**config.mk**
```make
export PLATFORM = sky130hd
export DESIGN_NAME = decode_regfile
export DESIGN_NICKNAME = d
export VERILOG_FILES = /design/src/rtl/pipeline_pkg.sv /design/src/rtl/regfile_core.sv /design/src/rtl/decode_regfile.sv
export SDC_FILE = /design/constraint.sdc
export NUM_CORES = 2
export LEC_CHECK = 0
export CORE_UTILIZATION = 51
export DETAILED_ROUTE_END_ITERATION = 8
export PLACE_DENSITY_LB_ADDON = 0.25
export SLEW_MARGIN = 20
export SYNTH_ARGS = -nofsm -noshare
export SYNTH_HDL_FRONTEND = slang
export SYNTH_SLANG_ARGS = --single-unit
```
**constraint.sdc**
```tcl
create_clock -name clk -period 79 [get_ports clk]
set_input_delay 7.9 -clock clk [delete_from_list [all_inputs] [get_ports clk]]
set_output_delay 7.9 -clock clk [all_outputs]
set_load 0.1 [all_outputs]
```
**src/rtl/pipeline_pkg.sv**
```systemverilog
// Shared decode/execute constants and the ID/EX operand bundle.
package pipeline_pkg;

  localparam int unsigned XLEN       = 64;
  localparam int unsigned NREG       = 32;
  localparam int unsigned ZERO_REG   = 31;
  localparam int unsigned REG_ADDR_W = 5;

  // Operand bundle carried from ID into EX.
  typedef struct packed {
    logic            valid;
    logic [XLEN-1:0] rd1;
    logic [XLEN-1:0] rd2;
    logic            byp1;
    logic            byp2;
  } idex_t;

  // True when a 5-bit register address names a storage slot that exists.
  function automatic logic addr_in_range(input logic [REG_ADDR_W-1:0] a,
                                         input int unsigned nreg);
    return (32'(a) < nreg);
  endfunction

endpackage

```
**src/rtl/regfile_core.sv**
```systemverilog
// Architectural register file: storage, one write port, two read ports
// with hardwired-zero register and same-cycle write-to-read bypass.
module regfile_core
  import pipeline_pkg::*;
#(
  parameter int unsigned NREG     = pipeline_pkg::NREG,
  parameter int unsigned XLEN     = pipeline_pkg::XLEN,
  parameter int unsigned ZERO_REG = pipeline_pkg::ZERO_REG
) (
  input  logic                  clk,
  input  logic                  reset,
  input  logic                  i_we,
  input  logic [REG_ADDR_W-1:0] i_rd,
  input  logic [XLEN-1:0]       i_wdata,
  input  logic [REG_ADDR_W-1:0] i_rn,
  input  logic [REG_ADDR_W-1:0] i_rm,
  output logic [XLEN-1:0]       o_rdata1,
  output logic [XLEN-1:0]       o_rdata2,
  output logic                  o_byp1,
  output logic                  o_byp2
);

  localparam int unsigned IDX_W = (NREG > 1) ? $clog2(NREG) : 1;
  localparam logic [REG_ADDR_W-1:0] ZERO_ADDR = REG_ADDR_W'(ZERO_REG);

  logic [XLEN-1:0] r_regs [NREG];
  logic            w_wr_ok;

  // Writes to XZR or to addresses beyond NREG are dropped.
  assign w_wr_ok = i_we && (i_rd != ZERO_ADDR) && addr_in_range(i_rd, NREG);

  // Storage array write port; reset clears every register.
  always_ff @(posedge clk or posedge reset) begin
    if (reset) begin
      for (int unsigned i = 0; i < NREG; i++) begin
        r_regs[i] <= '0;
      end
    end else if (w_wr_ok) begin
      r_regs[i_rd[IDX_W-1:0]] <= i_wdata;
    end
  end

  // Read port 1: zero register, then bypass, then storage.
  always_comb begin
    o_rdata1 = '0;
    o_byp1   = 1'b0;
    if (i_rn == ZERO_ADDR || !addr_in_range(i_rn, NREG)) begin
      o_rdata1 = '0;
    end else if (i_we && i_rd == i_rn) begin
      o_rdata1 = i_wdata;
      o_byp1   = 1'b1;
    end else begin
      o_rdata1 = r_regs[i_rn[IDX_W-1:0]];
    end
  end

  // Read port 2: zero register, then bypass, then storage.
  always_comb begin
    o_rdata2 = '0;
    o_byp2   = 1'b0;
    if (i_rm == ZERO_ADDR || !addr_in_range(i_rm, NREG)) begin
      o_rdata2 = '0;
    end else if (i_we && i_rd == i_rm) begin
      o_rdata2 = i_wdata;
      o_byp2   = 1'b1;
    end else begin
      o_rdata2 = r_regs[i_rm[IDX_W-1:0]];
    end
  end

endmodule

```
**src/rtl/decode_regfile.sv**
```systemverilog
// Register file plus ID/EX operand latch with flush-over-stall control.
module decode_regfile
  import pipeline_pkg::*;
#(
  parameter int unsigned NREG     = pipeline_pkg::NREG,
  parameter int unsigned XLEN     = pipeline_pkg::XLEN,
  parameter int unsigned ZERO_REG = pipeline_pkg::ZERO_REG
) (
  input  logic                  clk,
  input  logic                  reset,
  input  logic                  RegWrite_ID,
  input  logic [REG_ADDR_W-1:0] RD_ID,
  input  logic [XLEN-1:0]       MemtoRegOut_ID,
  input  logic [REG_ADDR_W-1:0] RN_ID,
  input  logic [REG_ADDR_W-1:0] RM_ID,
  input  logic                  Valid_ID,
  input  logic                  Stall_ID,
  input  logic                  Flush_ID,
  output logic [XLEN-1:0]       ReadData1_EX,
  output logic [XLEN-1:0]       ReadData2_EX,
  output logic                  Valid_EX,
  output logic                  Bypass1_EX,
  output logic                  Bypass2_EX
);

  logic [XLEN-1:0] w_rdata1;
  logic [XLEN-1:0] w_rdata2;
  logic            w_byp1;
  logic            w_byp2;
  idex_t           w_next;
  idex_t           r_idex;

  regfile_core #(
    .NREG     (NREG),
    .XLEN     (XLEN),
    .ZERO_REG (ZERO_REG)
  ) u_core (
    .clk      (clk),
    .reset    (reset),
    .i_we     (RegWrite_ID),
    .i_rd     (RD_ID),
    .i_wdata  (MemtoRegOut_ID),
    .i_rn     (RN_ID),
    .i_rm     (RM_ID),
    .o_rdata1 (w_rdata1),
    .o_rdata2 (w_rdata2),
    .o_byp1   (w_byp1),
    .o_byp2   (w_byp2)
  );

  // Bundle the current read-port results for the latch.
  always_comb begin
    w_next       = '0;
    w_next.valid = Valid_ID;
    w_next.rd1   = w_rdata1;
    w_next.rd2   = w_rdata2;
    w_next.byp1  = w_byp1;
    w_next.byp2  = w_byp2;
  end

  // ID/EX latch: flush clears, stall holds, otherwise capture.
  always_ff @(posedge clk or posedge reset) begin
    if (reset) begin
      r_idex <= '0;
    end else if (Flush_ID) begin
      r_idex <= '0;
    end else if (!Stall_ID) begin
      r_idex <= w_next;
    end
  end

  assign ReadData1_EX = r_idex.rd1;
  assign ReadData2_EX = r_idex.rd2;
  assign Valid_EX     = r_idex.valid;
  assign Bypass1_EX   = r_idex.byp1;
  assign Bypass2_EX   = r_idex.byp2;

endmodule

```
After elaboration in Yosys (flattened, before gate mapping)
Cells that the tools add are included.
{ "op_classes": {"n_bitwise": 3, "n_eq_ne": 6, "mux": 19, "n_reduce_logical": 4, "order_cmp": 4} }
{ "op_table": {"columns": ["cell", "count"], "rows": [
  ["$bwmux W2048", 1],
  ["$bmux W64 S5", 2],
  ["$mux W64", 9],
  ["$demux W64 S5", 1],
  ["$mux W131", 2],
  ["$ge A6 B6 Y1 const B", 3],
  ["$not A5 Y6", 3],
  ["$eq A5 B5 Y1", 2],
  ["$eq A5 B5 Y1 const B", 2],
  ["$lt A6 B1 Y1 const B", 1],
  ["$ne A5 B5 Y1 const B", 1],
  ["$logic_and A1 B1 Y1", 4],
  ["$mux W1", 4],
  ["$ne A2 B1 Y1 const B", 1]
]} }
{ "totals": {"register_bits": 2179, "word_cells": 73} }

Depth between registers and ports, before layout
{ "depth": {"depth_word": 8, "mapped_depth": 10} }

Cells and area by module
Synthesis repeated with hierarchy kept, for this count alone.
{ "hier_totals": {"hier_cells": 8589, "hier_area_um2": 116314.1} }
{ "modules_own_cells": {"columns": ["module", "cells_per_inst", "n_inst", "area_each_um2"], "rows": [
  ["regfile_core", 8165, 1, 110967.7],
  ["decode_regfile", 424, 1, 5346.4]
]} }

Worst setup path before layout
Ideal clock, no wire load.
{ "synth_path": {"path_type": "input to register", "start": "input RN_ID[1]", "end": "register r_idex (netlist bit ReadData1_EX[17])", "t_required_ns": 78.858, "path_slack_ns": 69.320, "arrival_ns": 9.538, "n_path_buf": 4, "path_stages": 7, "cell_sequence": "buf_2 > buf_6 > buf_6 > buf_2 > mux4_2 > a221oi_1 > o221ai_1"} }
{ "synth_via": {"elab_chain_len": 8, "elab_cells_between_ends": 11, "classes_between": "eq/ne: 2; mux: 7; bitwise: 1; reduce/logical: 1"} }
{ "synth_lines": {"columns": ["item", "line_no", "source"], "rows": [
  ["start: declaration", "decode_regfile.sv:14", "input logic [REG_ADDR_W-1:0] RN_ID,"],
  ["$not A5 Y6 (not written as such)", "regfile_core.sv:53", "o_rdata1 = r_regs[i_rn[IDX_W-1:0]];"],
  ["$bmux W64 S5", "regfile_core.sv:53", null],
  ["$mux W64 (not written as such) (2 in series)", "regfile_core.sv:53", null],
  ["$mux W64", "regfile_core.sv:49", "end else if (i_we && i_rd == i_rn) begin"],
  ["$mux W64 (*)", "regfile_core.sv:47", "if (i_rn == ZERO_ADDR || !addr_in_range(i_rn, NREG)) begin"],
  ["$mux W131 (*)", "decode_regfile.sv:67", "end else if (!Stall_ID) begin"],
  ["$mux W131 (*)", "decode_regfile.sv:65", "end else if (Flush_ID) begin"],
  ["end signal: assignment", "decode_regfile.sv:68", "r_idex <= w_next;"],
  ["end: declaration", "decode_regfile.sv:31", "idex_t r_idex;"]
]} }
Mark *: on every way between the ends. The rest lies on a longest branch, timed or not. The select of a mux whose other input is x is not followed.
A chain may end at the register's enable or synchronous reset.

==> results.py <==
metrics = {
    "outcome": {
        "status": "completed",
    },
    "clock_tree": {
        "cts_root_buf": "clkbuf_16",
        "numClockSinks": 2179,
        "ctsHoldBuffers": 0,
        "clk_latency_ns": 0.88,
        "cts_tree": "done",
        "cts_buffers": 224,
        "cts-resized-gates": 0,
        "clkTransAtPathRegs_ns": 0.06,
        "htree_levels": 4,
        "cts_setup_buffers": 0,
        "cts_buffer_depth": 3,
    },
    "logic_synthesis": {
        "yosysSeqAreaShare_pct": 48.0,
        "synthXorXnorAreaFrac_pct": 0.0770,
        "ys_warn_count": 0,
        "synth_fa_ha_area_share_pct": 0,
        "synth_edf_count": 0,
        "yosysTopAreaCell": "dfrtp_1",
        "syn-mean-instance-area_um2": 15.5,
        "synth_area_leaders": "dfrtp_1 48%, mux4_2 20%, mux2_2 20%, mux2i_1 2.5%, clkbuf_1 1.4%",
        "synthesis.area_um2": 114000,
        "synth_top_cell_area_share_pct": 48.0,
        "synth_cell_types": 50,
        "synth_cells": 7329,
        "syn_nets": 7414,
        "synth_ff_type": "dfrtp_1",
        "synth_async_sr_flop_share_pct": 100,
        "synth_mux_area_share_pct": 43.2,
        "synth_top_family_by_area": "multiplexers",
        "ys_ff_latch": 2179,
        "yosys.area_share.simple_pct": 1.56,
        "synth_compound_area_share_pct": 3.48,
    },
    "place": {
        "portBuffers": 215,
        "dpl_cell_area_um2": 117000,
        "hpwl_mm": 190,
        "gp_congestion": 0.813,
    },
    "critical_path": {
        "worst_setup_path_start_kind": "primary input",
        "endpoint_kind": "async pin",
        "path_max_fanout": 183,
        "crit_arrival_ns": 13.39,
        "criticalPathCategory": "in2async",
        "worstPathRequired_ns": 79.89,
    },
    "global_route": {
        "grt_max_degree": 184,
        "antenna_found_initial": 18,
        "grt_use_total_pct": 32.2,
        "grt_overflow_total": 0,
        "grt_pass1_vias": 74400,
        "grt_first_pass_wirelength_mm": 527,
    },
    "finish": {
        "fillCellCount": 17200,
        "area_delta_synth_final_pct": 9.79,
        "finalNetCount": 7159,
        "fin_area_um2": 125000,
        "drive_gt1_share_pct": 50.8,
    },
    "job": {
        "drv_cap": 0,
    },
    "timing": {
        "period_share_pct": 15.8,
        "fin_crit_ns": 12.50,
        "finalSetupViolCount": 0,
        "rsz0062_at_grt": "no",
        "fmax_mhz": 80.0,
        "relSlewSlack_pct": 18.7,
        "slew_viol_final": 0,
        "skew_ns": 0.0284,
        "tightest_slew_ns": 1.22,
        "hold_violations": 0,
        "tns_ns": 0,
    },
    "power": {
        "irDropWorstVdd_mv": 0.0253,
        "powerDensity_nw_per_um2": 26.3,
        "power.static_leakage_nw": 53.7,
    },
    "floorplanning": {
        "core_area_um2": 221000,
        "die-area_um2": 225000,
        "pin_count": 216,
        "start_util_pct": 51.5,
        "die-height_um": 474,
        "die_width_um": 474,
        "rows": 172,
    },
    "routing": {
        "first_iter_violations": 7111,
        "wire_per_inst_um": 35.0,
        "drc": 0,
        "drt-total-wl_mm": 358,
        "postRouteAntennaNets": 0,
        "num_vias": 71800,
        "drt-pass1-iter-count": 8,
        "drt-vias-per-instance": 7.02,
    },
    "min_path": {
        "hp-class": "reg2reg",
    },
}
-- final cells by class --
type                    count  area, um2  area share [%]
repair buffers            376       3350            2.69
multi-input cells        4291      55300            44.3
clock inverters            88       1250            1.00
inverters                   2       15.0          0.0120
clock buffers             330       6670            5.34
flip-flops and latches   2179      54500            43.7
well taps                2958       3700            2.97
diodes                      6       15.0          0.0120
-- cell usage after synthesis, types with 5 or more instances --
library cell  count
or2_2             5
a21oi_1          81
mux2_2         2026
buf_6            59
buf_1            32
nand2_1         114
a22o_1           42
o22ai_1          21
o21ai_0          10
a222oi_1         60
a22oi_1         103
a221oi_1         42
clkbuf_1        437
o211ai_1         28
dfrtp_1        2179
buf_2           288
a211oi_1         41
o21ai_1          56
xnor2_1          10
buf_4            40
mux2i_1         280
nor2_1           76
o221ai_1         44
nor2b_1          46
nand3_1          91
mux4_2         1023
mux2_1           45
-- critical path, cell delays in order --
cell,delay [ns]
clkdlybuf4s50_1,0.55
inv_8,0.59
buf_12,0.79
buf_12,0.64
buf_4,0.79
buf_4,0.80
buf_4,0.81
-- cell families after synthesis --
family / count (synthesis)
AOI/OAI and AO/OA: 538
xor gates and xnor gates: 10
buffers and inverters: 859
DFF: 2179
muxes: 3374
and+or+nand+nor: 369
-- through the flow --
step / std cells / hold WS [ns] / worst slack [ns] / power [mW] / util (%)
after floorplan: 7329 / 0.440 / 9.54 / 1.99 / -
after global placement: 9804 / 0.375 / 65.56 / 2.12 / 53.1
after detailed placement: 9806 / 0.383 / 65.44 / 2.15 / 53.1
after CTS: 10200 / 0.396 / 66.37 / 3.29 / 56.7
after global routing: 10200 / 0.404 / 65.78 / 3.41 / 56.6
final: 10200 / 0.394 / 66.50 / 3.28 / 56.6
-- layer usage --
metal / routed length, um / GRT usage [%]
met3: 29200 / 6.63
met5: 151 / 0
met4: 17200 / 13.9
met1: 141000 / 43.3
met2: 170000 / 51.0
-- worst paths after layout --
kind,start,end,slack [ns],cells past startpoint
max,reset,u_core.r_regs[1886],66.50,7
min,u_core.r_regs[19],u_core.r_regs[19],0.39,0
min reg2reg,u_core.r_regs[19],u_core.r_regs[19],0.39,0
max in group clk,RM_ID[1],ReadData2_EX[46],67.11,10
min in group asynchronous,reset,u_core.r_regs[763],7.67,2
max reg2reg,u_core.r_regs[518],ReadData1_EX[6],76.95,5
-- cells in the final DEF, fill, tap and decap left out, drive strengths merged, types with 7 or more instances in the layout --
cell,instances
nor2b,46
mux2,2071
clkdlybuf4s50,159
buf,216
nand3,91
nor2,84
a211oi,41
a222oi,60
dfrtp,2179
mux2i,280
o22ai,21
a221oi,42
mux4,1023
clkbuf,331
inv,8
a22o,42
a22oi,103
o221ai,44
o211ai,28
bufinv,28
xnor2,10
a21oi,81
o21ai,66
clkinv,47
nand2,118
clkinvlp,7
-- where the power goes --
part	internal (mW)	switching (mW)	total [mW]
clock network	0.674	0.466	1.14
logic	0.383	0.279	0.662
registers	1.32	0.157	1.48
-- state kept, by name, summed over array words and instances, names as in the netlist --
name,flops
u_core.r_regs,2048
ReadData1_EX,64
ReadData2_EX,64
Bypass2_EX,1
Bypass1_EX,1
Valid_EX,1
No activity file was read; power rests on OpenSTA's default activity.
